===== config.mk =====
export PLATFORM = sky130hd
export DESIGN_NAME = i2c_master_arbiter
export DESIGN_NICKNAME = d
export VERILOG_FILES = /design/src/rtl/i2c_pkg.sv /design/src/rtl/i2c_rr_arb2.sv /design/src/rtl/i2c_master_arbiter.sv
export SDC_FILE = /design/constraint.sdc
export NUM_CORES = 1
export LEC_CHECK = 0
export CORE_UTILIZATION = 50
export DETAILED_ROUTE_END_ITERATION = 12
export PLACE_DENSITY = 0.91
export SLEW_MARGIN = 20
export SYNTH_ARGS = -nofsm -noshare
export SYNTH_HDL_FRONTEND = slang
export SYNTH_HIERARCHICAL = 1
export SYNTH_SLANG_ARGS = --single-unit

===== constraint.sdc =====
create_clock -name clk -period 4.1 [get_ports clk]
set_input_delay 0.82 -clock clk [delete_from_list [all_inputs] [get_ports clk]]
set_output_delay 0.82 -clock clk [all_outputs]
set_load 0.02 [all_outputs]

===== src/rtl/i2c_pkg.sv =====
// Shared definitions for the I2C transaction arbiter.
// Contents: sequencer state encoding, field widths and direction constants.
package i2c_pkg;

    typedef enum logic [2:0] {
        ST_IDLE,
        ST_START,
        ST_ADDR,
        ST_WRITE,
        ST_READ,
        ST_WAIT_END
    } state_t;

    localparam int   ADDR_W   = 7;
    localparam int   BYTE_W   = 8;
    localparam logic RW_READ  = 1'b1;
    localparam logic RW_WRITE = 1'b0;

endpackage


===== src/rtl/i2c_rr_arb2.sv =====
// Two-way round-robin arbiter with a last-served pointer.
// Ports:
//   clk, reset  - clock, synchronous active-low reset
//   req[1:0]    - requests
//   update      - record 'served' as the last-served requester
//   served      - index of the requester just served
//   gnt[1:0]    - one-hot combinational winner (0 when no request)
module i2c_rr_arb2 (
    input  logic       clk,
    input  logic       reset,
    input  logic [1:0] req,
    input  logic       update,
    input  logic       served,
    output logic [1:0] gnt
);

    // Out of reset, requester 1 counts as last served so requester 0 wins a tie.
    logic last_reg;

    always_ff @(posedge clk) begin
        if (!reset) begin
            last_reg <= 1'b1;
        end else if (update) begin
            last_reg <= served;
        end
    end

    always_comb begin
        gnt = req;
        if (req == 2'b11) begin
            gnt = last_reg ? 2'b01 : 2'b10;
        end
    end

endmodule


===== src/rtl/i2c_master_arbiter.sv =====
// Two-requester transaction arbiter and byte sequencer in front of an I2C master.
// Ports:
//   clk, reset                    - clock, synchronous active-low reset
//   req/req_rw/req_addr/req_len   - per-requester transaction descriptors
//   req_wdata                     - current write byte per requester
//   gnt, wr_ack, rd_valid, done, err (2 bits each, per requester), rd_data
//   mst_*                         - handshake with the I2C master engine
module i2c_master_arbiter
    import i2c_pkg::*;
#(
    parameter int LEN_W   = 4,
    parameter int TIMEOUT = 65535
) (
    input  logic                  clk,
    input  logic                  reset,
    input  logic [1:0]            req,
    input  logic [1:0]            req_rw,
    input  logic [2*ADDR_W-1:0]   req_addr,
    input  logic [2*LEN_W-1:0]    req_len,
    input  logic [2*BYTE_W-1:0]   req_wdata,
    output logic [1:0]            gnt,
    output logic [1:0]            wr_ack,
    output logic [1:0]            rd_valid,
    output logic [BYTE_W-1:0]     rd_data,
    output logic [1:0]            done,
    output logic [1:0]            err,
    output logic                  mst_start,
    input  logic                  mst_ready,
    input  logic                  mst_send,
    output logic [BYTE_W-1:0]     mst_datasend,
    output logic                  mst_sended,
    input  logic                  mst_receive,
    input  logic [BYTE_W-1:0]     mst_datareceive,
    output logic                  mst_received,
    output logic                  mst_last
);

    localparam int TMR_W = $clog2(TIMEOUT + 1);

    logic [ADDR_W-1:0] addr_arr  [2];
    logic [LEN_W-1:0]  len_arr   [2];
    logic [BYTE_W-1:0] wdata_arr [2];

    generate
        for (genvar gi = 0; gi < 2; gi++) begin : g_unpack
            assign addr_arr[gi]  = req_addr[gi*ADDR_W +: ADDR_W];
            assign len_arr[gi]   = req_len[gi*LEN_W +: LEN_W];
            assign wdata_arr[gi] = req_wdata[gi*BYTE_W +: BYTE_W];
        end
    endgenerate

    state_t            state_reg;
    logic [1:0]        gnt_reg, wr_ack_reg, rd_valid_reg, done_reg, err_reg;
    logic [BYTE_W-1:0] rd_data_reg, datasend_reg;
    logic              start_reg, sended_reg, received_reg, last_reg;
    logic              sel_reg, rw_reg;
    logic [ADDR_W-1:0] addr_reg;
    logic [LEN_W-1:0]  len_reg, rem_reg;
    logic [TMR_W-1:0]  tmr_reg;
    logic              send_d_reg, recv_d_reg;

    logic [1:0] arb_gnt;
    logic       win_idx, arb_update, send_rise, recv_rise, progress, tmr_hit;

    assign win_idx   = arb_gnt[1];
    assign send_rise = mst_send & ~send_d_reg;
    assign recv_rise = mst_receive & ~recv_d_reg;

    i2c_rr_arb2 u_arb (
        .clk    (clk),
        .reset  (reset),
        .req    (req),
        .update (arb_update),
        .served (sel_reg),
        .gnt    (arb_gnt)
    );

    // Any handshake the current state is waiting for counts as master progress.
    always_comb begin
        progress = 1'b0;
        case (state_reg)
            ST_START:           progress = 1'b1;
            ST_ADDR, ST_WRITE:  progress = send_rise;
            ST_READ:            progress = recv_rise;
            ST_WAIT_END:        progress = mst_ready;
            default:            progress = 1'b0;
        endcase
    end

    assign tmr_hit    = (state_reg != ST_IDLE) && !progress &&
                        (tmr_reg == TMR_W'(TIMEOUT - 1));
    assign arb_update = (state_reg == ST_WAIT_END) && mst_ready;

    // Edge detectors track continuously so a level held across states never re-fires.
    always_ff @(posedge clk) begin
        if (!reset) begin
            send_d_reg <= 1'b0;
            recv_d_reg <= 1'b0;
            tmr_reg    <= '0;
        end else begin
            send_d_reg <= mst_send;
            recv_d_reg <= mst_receive;
            if (state_reg == ST_IDLE || progress) begin
                tmr_reg <= '0;
            end else begin
                tmr_reg <= tmr_reg + TMR_W'(1);
            end
        end
    end

    always_ff @(posedge clk) begin
        if (!reset) begin
            state_reg    <= ST_IDLE;
            gnt_reg      <= '0;
            wr_ack_reg   <= '0;
            rd_valid_reg <= '0;
            rd_data_reg  <= '0;
            done_reg     <= '0;
            err_reg      <= '0;
            start_reg    <= 1'b0;
            datasend_reg <= '0;
            sended_reg   <= 1'b0;
            received_reg <= 1'b0;
            last_reg     <= 1'b0;
            sel_reg      <= 1'b0;
            rw_reg       <= 1'b0;
            addr_reg     <= '0;
            len_reg      <= '0;
            rem_reg      <= '0;
        end else begin
            start_reg    <= 1'b0;
            sended_reg   <= 1'b0;
            received_reg <= 1'b0;
            wr_ack_reg   <= '0;
            rd_valid_reg <= '0;
            done_reg     <= '0;
            err_reg      <= '0;
            // Registered from the previous cycle's state, so mst_last is still
            // high on the pulse that carries the final byte.
            last_reg <= ((state_reg == ST_ADDR) && (len_reg == '0)) ||
                        (((state_reg == ST_WRITE) || (state_reg == ST_READ)) &&
                         (rem_reg == LEN_W'(1)));
            case (state_reg)
                ST_IDLE: begin
                    if (mst_ready && (req != 2'b00)) begin
                        gnt_reg   <= arb_gnt;
                        sel_reg   <= win_idx;
                        rw_reg    <= req_rw[win_idx];
                        addr_reg  <= addr_arr[win_idx];
                        len_reg   <= len_arr[win_idx];
                        state_reg <= ST_START;
                    end
                end
                ST_START: begin
                    start_reg <= 1'b1;
                    state_reg <= ST_ADDR;
                end
                ST_ADDR: begin
                    if (send_rise) begin
                        datasend_reg <= {addr_reg, rw_reg};
                        sended_reg   <= 1'b1;
                        rem_reg      <= len_reg;
                        if (len_reg == '0) begin
                            state_reg <= ST_WAIT_END;
                        end else if (rw_reg == RW_READ) begin
                            state_reg <= ST_READ;
                        end else begin
                            state_reg <= ST_WRITE;
                        end
                    end
                end
                ST_WRITE: begin
                    if (send_rise) begin
                        datasend_reg <= wdata_arr[sel_reg];
                        sended_reg   <= 1'b1;
                        wr_ack_reg   <= gnt_reg;
                        if (rem_reg != '0) begin
                            rem_reg <= rem_reg - LEN_W'(1);
                        end
                        if (rem_reg <= LEN_W'(1)) begin
                            state_reg <= ST_WAIT_END;
                        end
                    end
                end
                ST_READ: begin
                    if (recv_rise) begin
                        rd_data_reg  <= mst_datareceive;
                        received_reg <= 1'b1;
                        rd_valid_reg <= gnt_reg;
                        if (rem_reg != '0) begin
                            rem_reg <= rem_reg - LEN_W'(1);
                        end
                        if (rem_reg <= LEN_W'(1)) begin
                            state_reg <= ST_WAIT_END;
                        end
                    end
                end
                ST_WAIT_END: begin
                    if (mst_ready) begin
                        done_reg  <= gnt_reg;
                        gnt_reg   <= '0;
                        state_reg <= ST_IDLE;
                    end
                end
                default: state_reg <= ST_IDLE;
            endcase
            if (tmr_hit) begin
                done_reg  <= gnt_reg;
                err_reg   <= gnt_reg;
                gnt_reg   <= '0;
                state_reg <= ST_IDLE;
            end
        end
    end

    assign gnt          = gnt_reg;
    assign wr_ack       = wr_ack_reg;
    assign rd_valid     = rd_valid_reg;
    assign rd_data      = rd_data_reg;
    assign done         = done_reg;
    assign err          = err_reg;
    assign mst_start    = start_reg;
    assign mst_datasend = datasend_reg;
    assign mst_sended   = sended_reg;
    assign mst_received = received_reg;
    assign mst_last     = last_reg;

endmodule


==> reports/results.env <==
INTERNAL_POWER_mW=1.209
FINISH.UTILIZATION=0.7027
YS_FF_LATCH=69
CRITICAL_PATH_CELL_COUNT=6
TOTALPOWERFINAL_mW=1.859
TRITONCTS.NUM_BUFFERS=9
GRT_USE_TOTAL=0.2360
PLACE_INST=496
TIMING.FINAL.CRIT_PERIOD_PS=2392
SETUP_TOTAL_NEGATIVE_SLACK_PS=0
MAX_FREQ_MHz=418.1
DRC=0
MAX_CAP_VIOL_COUNT=0
FRACTION_OF_REGISTERS_WITH_ASYNC_SET_RESET=0
DESIGN.CORE.AREA_SQ_UM=6026
DIE_WIDTH_UM=81.70
SLEW_VIOL_FINAL=0
SETUP_VIOL_COUNT_FINAL=0
WORST-SETUP-PATH-TYPE='input pin to flop'
DRTANTENNAVIOLNETS=0
GRT_ANTENNA_BEFORE_REPAIR=0
P_SW_FRAC=0.3496
CLOCK_TREE.BUFFER_DEPTH=2
CLOCK_SKEW_PS=12.78
CP_DATA_REQUIRED_TIME_PS=4330
POST_DRT_WL_PER_CELL_UM=14.13
NETLIST.TOP_CELL.BY_AREA='sky130_fd_sc_hd__dfxtp_1'
SYN2LAYOUT_AREA_GROWTH_PCT=33.33
MASTER_CELL_OF_THE_CLOCK_ROOT_BUFFER='sky130_fd_sc_hd__clkbuf_8'
CRIT_BUF_INV=1
POST_SYNTHESIS_SEQUENTIAL_AREA_RATIO=0.4350
DRTITER0DRC=151
DESIGN.FINAL.NETS=491
SETUP_REPAIR_AFTER_GLOBAL_ROUTING_MISSED_ITS_MARGIN='no'
GLOBAL_ROUTE.OVERFLOW_TOTAL=0
NETLIST_INSTANCES=353
HOLDBUFCOUNTCTS=0
RUN_STATUS='completed'
NUMBER_OF_VIAS_IN_THE_ROUTED_LAYOUT=2742
FIRST_PASS_ITERS=4
HOLDWS_PS=453.9
CRITICAL_PATH_ARRIVAL_PS=2620
CRITPATHSLOWESTCELL='sky130_fd_sc_hd__clkdlybuf4s50_1'
SYNTH.TOP_CELLS.BY_AREA='sky130_fd_sc_hd__dfxtp_1 (43%), sky130_fd_sc_hd__nand2_1 (7.2%), sky130_fd_sc_hd__mux2i_1 (6.3%)'
CRIT_PATH_CELL_TRACE='clkdlybuf4s50_1 -> nand4bb_1 -> o211ai_2 -> o21ai_4 -> and2_0 -> o31a_1'
GRT_MAX_DEGREE=30
GRT_PASS1_WL_MM=11.90
IOS=85
R2R-END='state_reg[2]'
MAPPEDNETLISTAREA_SQ_UM=3176
SYNTH-COMPOUND-AREA-SHARE=0.1761
MAIN_COMBINATIONAL_CELL_FAMILY_BY_AREA_AFTER_SYNTHESIS='simple AND/OR/NAND/NOR gates'
YS_TYPES=55
SETUP_CRIT_END_KIND='flop'
FIN_WS_PS=1708
POWER-PER-CELL-AREA_nW_PER_UM2=439.2
CTS_TREE='built'
WORST_PATH_FANOUT_MAX=9
HOLD_VIOL=0
CP_TOP_FAMILY='compound AO/OA/AOI/OAI gates'
CRIT_PATH_MAX_INCR_DELAY_PS=500
POST_DP_CELL_AREA_SQ_UM=4051
R2R_START='state_reg[1]'
FF2FF_PATH_DEPTH=5
DETAIL_ROUTE.WIRELENGTH_MM=7.235
HTREEDEPTH=3
LAYOUT-DRIVE-GT1-SHARE=0.07094
PLACEMENT.IO_BUFFERS=84
POST_SYNTH_FA_HA_MAJ_AREA_FRACTION=0.01576
POST_CTS.RESIZED_INSTANCES=0
LARGEST_REGISTER_FF_COUNT=16
FP-ROW-COUNT=28
POST_SYNTH_SIMPLE_GATE_AREA=0.2333
FLOORPLAN.INITIALDENSITY=0.5270
PLACE.GP.CONGESTION=0.8253
HOLDCRITPATHCLASS='flop to flop'
DIEAREA_SQ_UM=6674
SETUP.WORST_PATH.END='rem_reg[0]'
WORST_SETUP_HOLD_PATH_CLK_SLEW_PS=70
VIAS_IN_THE_FIRST_GLOBAL_ROUTE=2684
NET-SWITCHING-POWER_mW=0.6500
POST-CTS-SETUP-BUFFER-COUNT=0
YS_WARN_COUNT=6
WORST_SKEW_PAIR.LATE_LATENCY_PS=350
SYNTH_NETS=412
SHARE_SEQ_OF_TOTAL_POWER=0.451
DP_SLACK_PS=1351
DP_HPWL_MM=5.378
YS.FLOP_TYPE='sky130_fd_sc_hd__dfxtp_1'
TRITONCTS_NUM_SINKS=69
COMBPWRFRAC=0.278
FILLCELL_TOTAL=458
NUM_ANTENNA_CELLS=0
LEAKAGEPOWER_nW=1.584
FINISH.CELL_COUNT_WITHOUT_FILLERS=512
FINAL_DESIGN_AREA_NO_FILL_SQ_UM=4234
SETUP.WORST_PATH.START_CLASS='input pin'
FINALCRITPERIODSHARE=0.5834
SLEW-LIMIT-HEADROOM=0.5785
SYNTH-XOR-AREA-SHARE=0.03861
SYNTH.AVG_CELL_AREA_SQ_UM=8.996
SYNTH_LARGEST_TYPE_AREA_FRACTION=0.4350
RRSETUPSLACK_PS=1920
CHIPHEIGHT_UM=81.70
POWER.CLOCK.FRACTION=0.271
STARTPOINT='mst_send'
POST_DRT_VIA_CELL_RATIO=5.355
WORST-SLEW-PIN-TRANSITION_PS=630.4
YOSYS-MUX-AREA-FRACTION=0.06304
PEAKVDDDROP_mV=0.2853
SYNTH-EDFF-COUNT=0
-- per-layer routing --
layer / part of all wire / wire [um] / global-route usage
met3: 0.058 / 417 / 0.04111
met5: 0 / 0 / 0
met1: 0.44 / 3150 / 0.2818
met2: 0.48 / 3502 / 0.4042
met4: 0.023 / 164 / 0.1228
-- cells in the final DEF (no fill, tap or decap), types with 8 or more instances in the layout --
| master | count |
|---|---|
| sky130_fd_sc_hd__clkdlybuf4s50_1 | 84 |
| sky130_fd_sc_hd__dfxtp_1 | 69 |
| sky130_fd_sc_hd__nand2_1 | 61 |
| sky130_fd_sc_hd__nor2_1 | 35 |
| sky130_fd_sc_hd__a21boi_1 | 22 |
| sky130_fd_sc_hd__mux2i_1 | 20 |
| sky130_fd_sc_hd__o211a_1 | 12 |
| sky130_fd_sc_hd__clkbuf_8 | 9 |
| sky130_fd_sc_hd__inv_1 | 8 |
| sky130_fd_sc_hd__o211ai_1 | 8 |
-- kinds of logic (layout without fill, tap and decap cells) --
family          count (synthesis)  after routing
compound gates                 70             70
simple gates                  148            148
flops                          69             69
buf+inv                        28            112
xor+xnor                       14             14
mux                            20             20
fa+ha+maj                       4              4
-- power by group through the flow --
stage | Combinational, mW | Sequential, mW | Clock [mW]
finish | 0.516 | 0.839 | 0.504
global route | 0.572 | 0.849 | 0.543
CTS | 0.517 | 0.836 | 0.511
detailed placement | 0.515 | 0.850 | 0
global placement | 0.499 | 0.845 | 0
floorplan | 0.386 | 0.816 | 0
-- tightest hold or removal path, cell delays in order, from the launching register on --
cell and delay (ps):
sky130_fd_sc_hd__dfxtp_1 310, sky130_fd_sc_hd__nand2_1 50, sky130_fd_sc_hd__a21boi_1 50
-- final cells by class --
class | count | area [sq um] | share of cell area
Timing Repair Buffer | 87 | 863.3 | 0.2039
Multi-Input combinational cell | 256 | 1679 | 0.3966
Tap cell | 75 | 93.84 | 0.02216
Clock buffer | 9 | 123.9 | 0.02926
Inverter | 9 | 33.78 | 0.007979
Clock inverter | 7 | 58.81 | 0.01389
Sequential cell | 69 | 1381 | 0.3262
-- cell usage after synthesis (4+ instances only) --
cell                       count
sky130_fd_sc_hd__a21boi_1     21
sky130_fd_sc_hd__a21oi_1       6
sky130_fd_sc_hd__and2_1        5
sky130_fd_sc_hd__and3_1        4
sky130_fd_sc_hd__buf_2         7
sky130_fd_sc_hd__clkbuf_1     10
sky130_fd_sc_hd__dfxtp_1      69
sky130_fd_sc_hd__ha_1          4
sky130_fd_sc_hd__inv_1         8
sky130_fd_sc_hd__mux2i_1      20
sky130_fd_sc_hd__nand2_1      61
sky130_fd_sc_hd__nand2b_1      6
sky130_fd_sc_hd__nand3_1       6
sky130_fd_sc_hd__nor2_1       35
sky130_fd_sc_hd__nor3_1        5
sky130_fd_sc_hd__o211a_1      12
sky130_fd_sc_hd__o211ai_1      8
sky130_fd_sc_hd__xnor2_1       7
sky130_fd_sc_hd__xor2_1        7
-- how the worst min path moves through the flow --
| stage | start | to | slack, ps | depth (start not counted) |
|---|---|---|---|---|
| after floorplan | sel_reg | u_arb/last_reg | 430 | 2 |
| after global placement | rd_data[7] | rd_data[7] | 440 | 2 |
| after detailed placement | rd_data[7] | rd_data[7] | 450 | 2 |
| after CTS | rd_data[7] | rd_data[7] | 460 | 2 |
| after global routing | mst_datasend[3] | mst_datasend[3] | 480 | 2 |
| final | rd_data[7] | rd_data[7] | 450 | 2 |
Note: power is estimated with default switching activity, not from simulation.
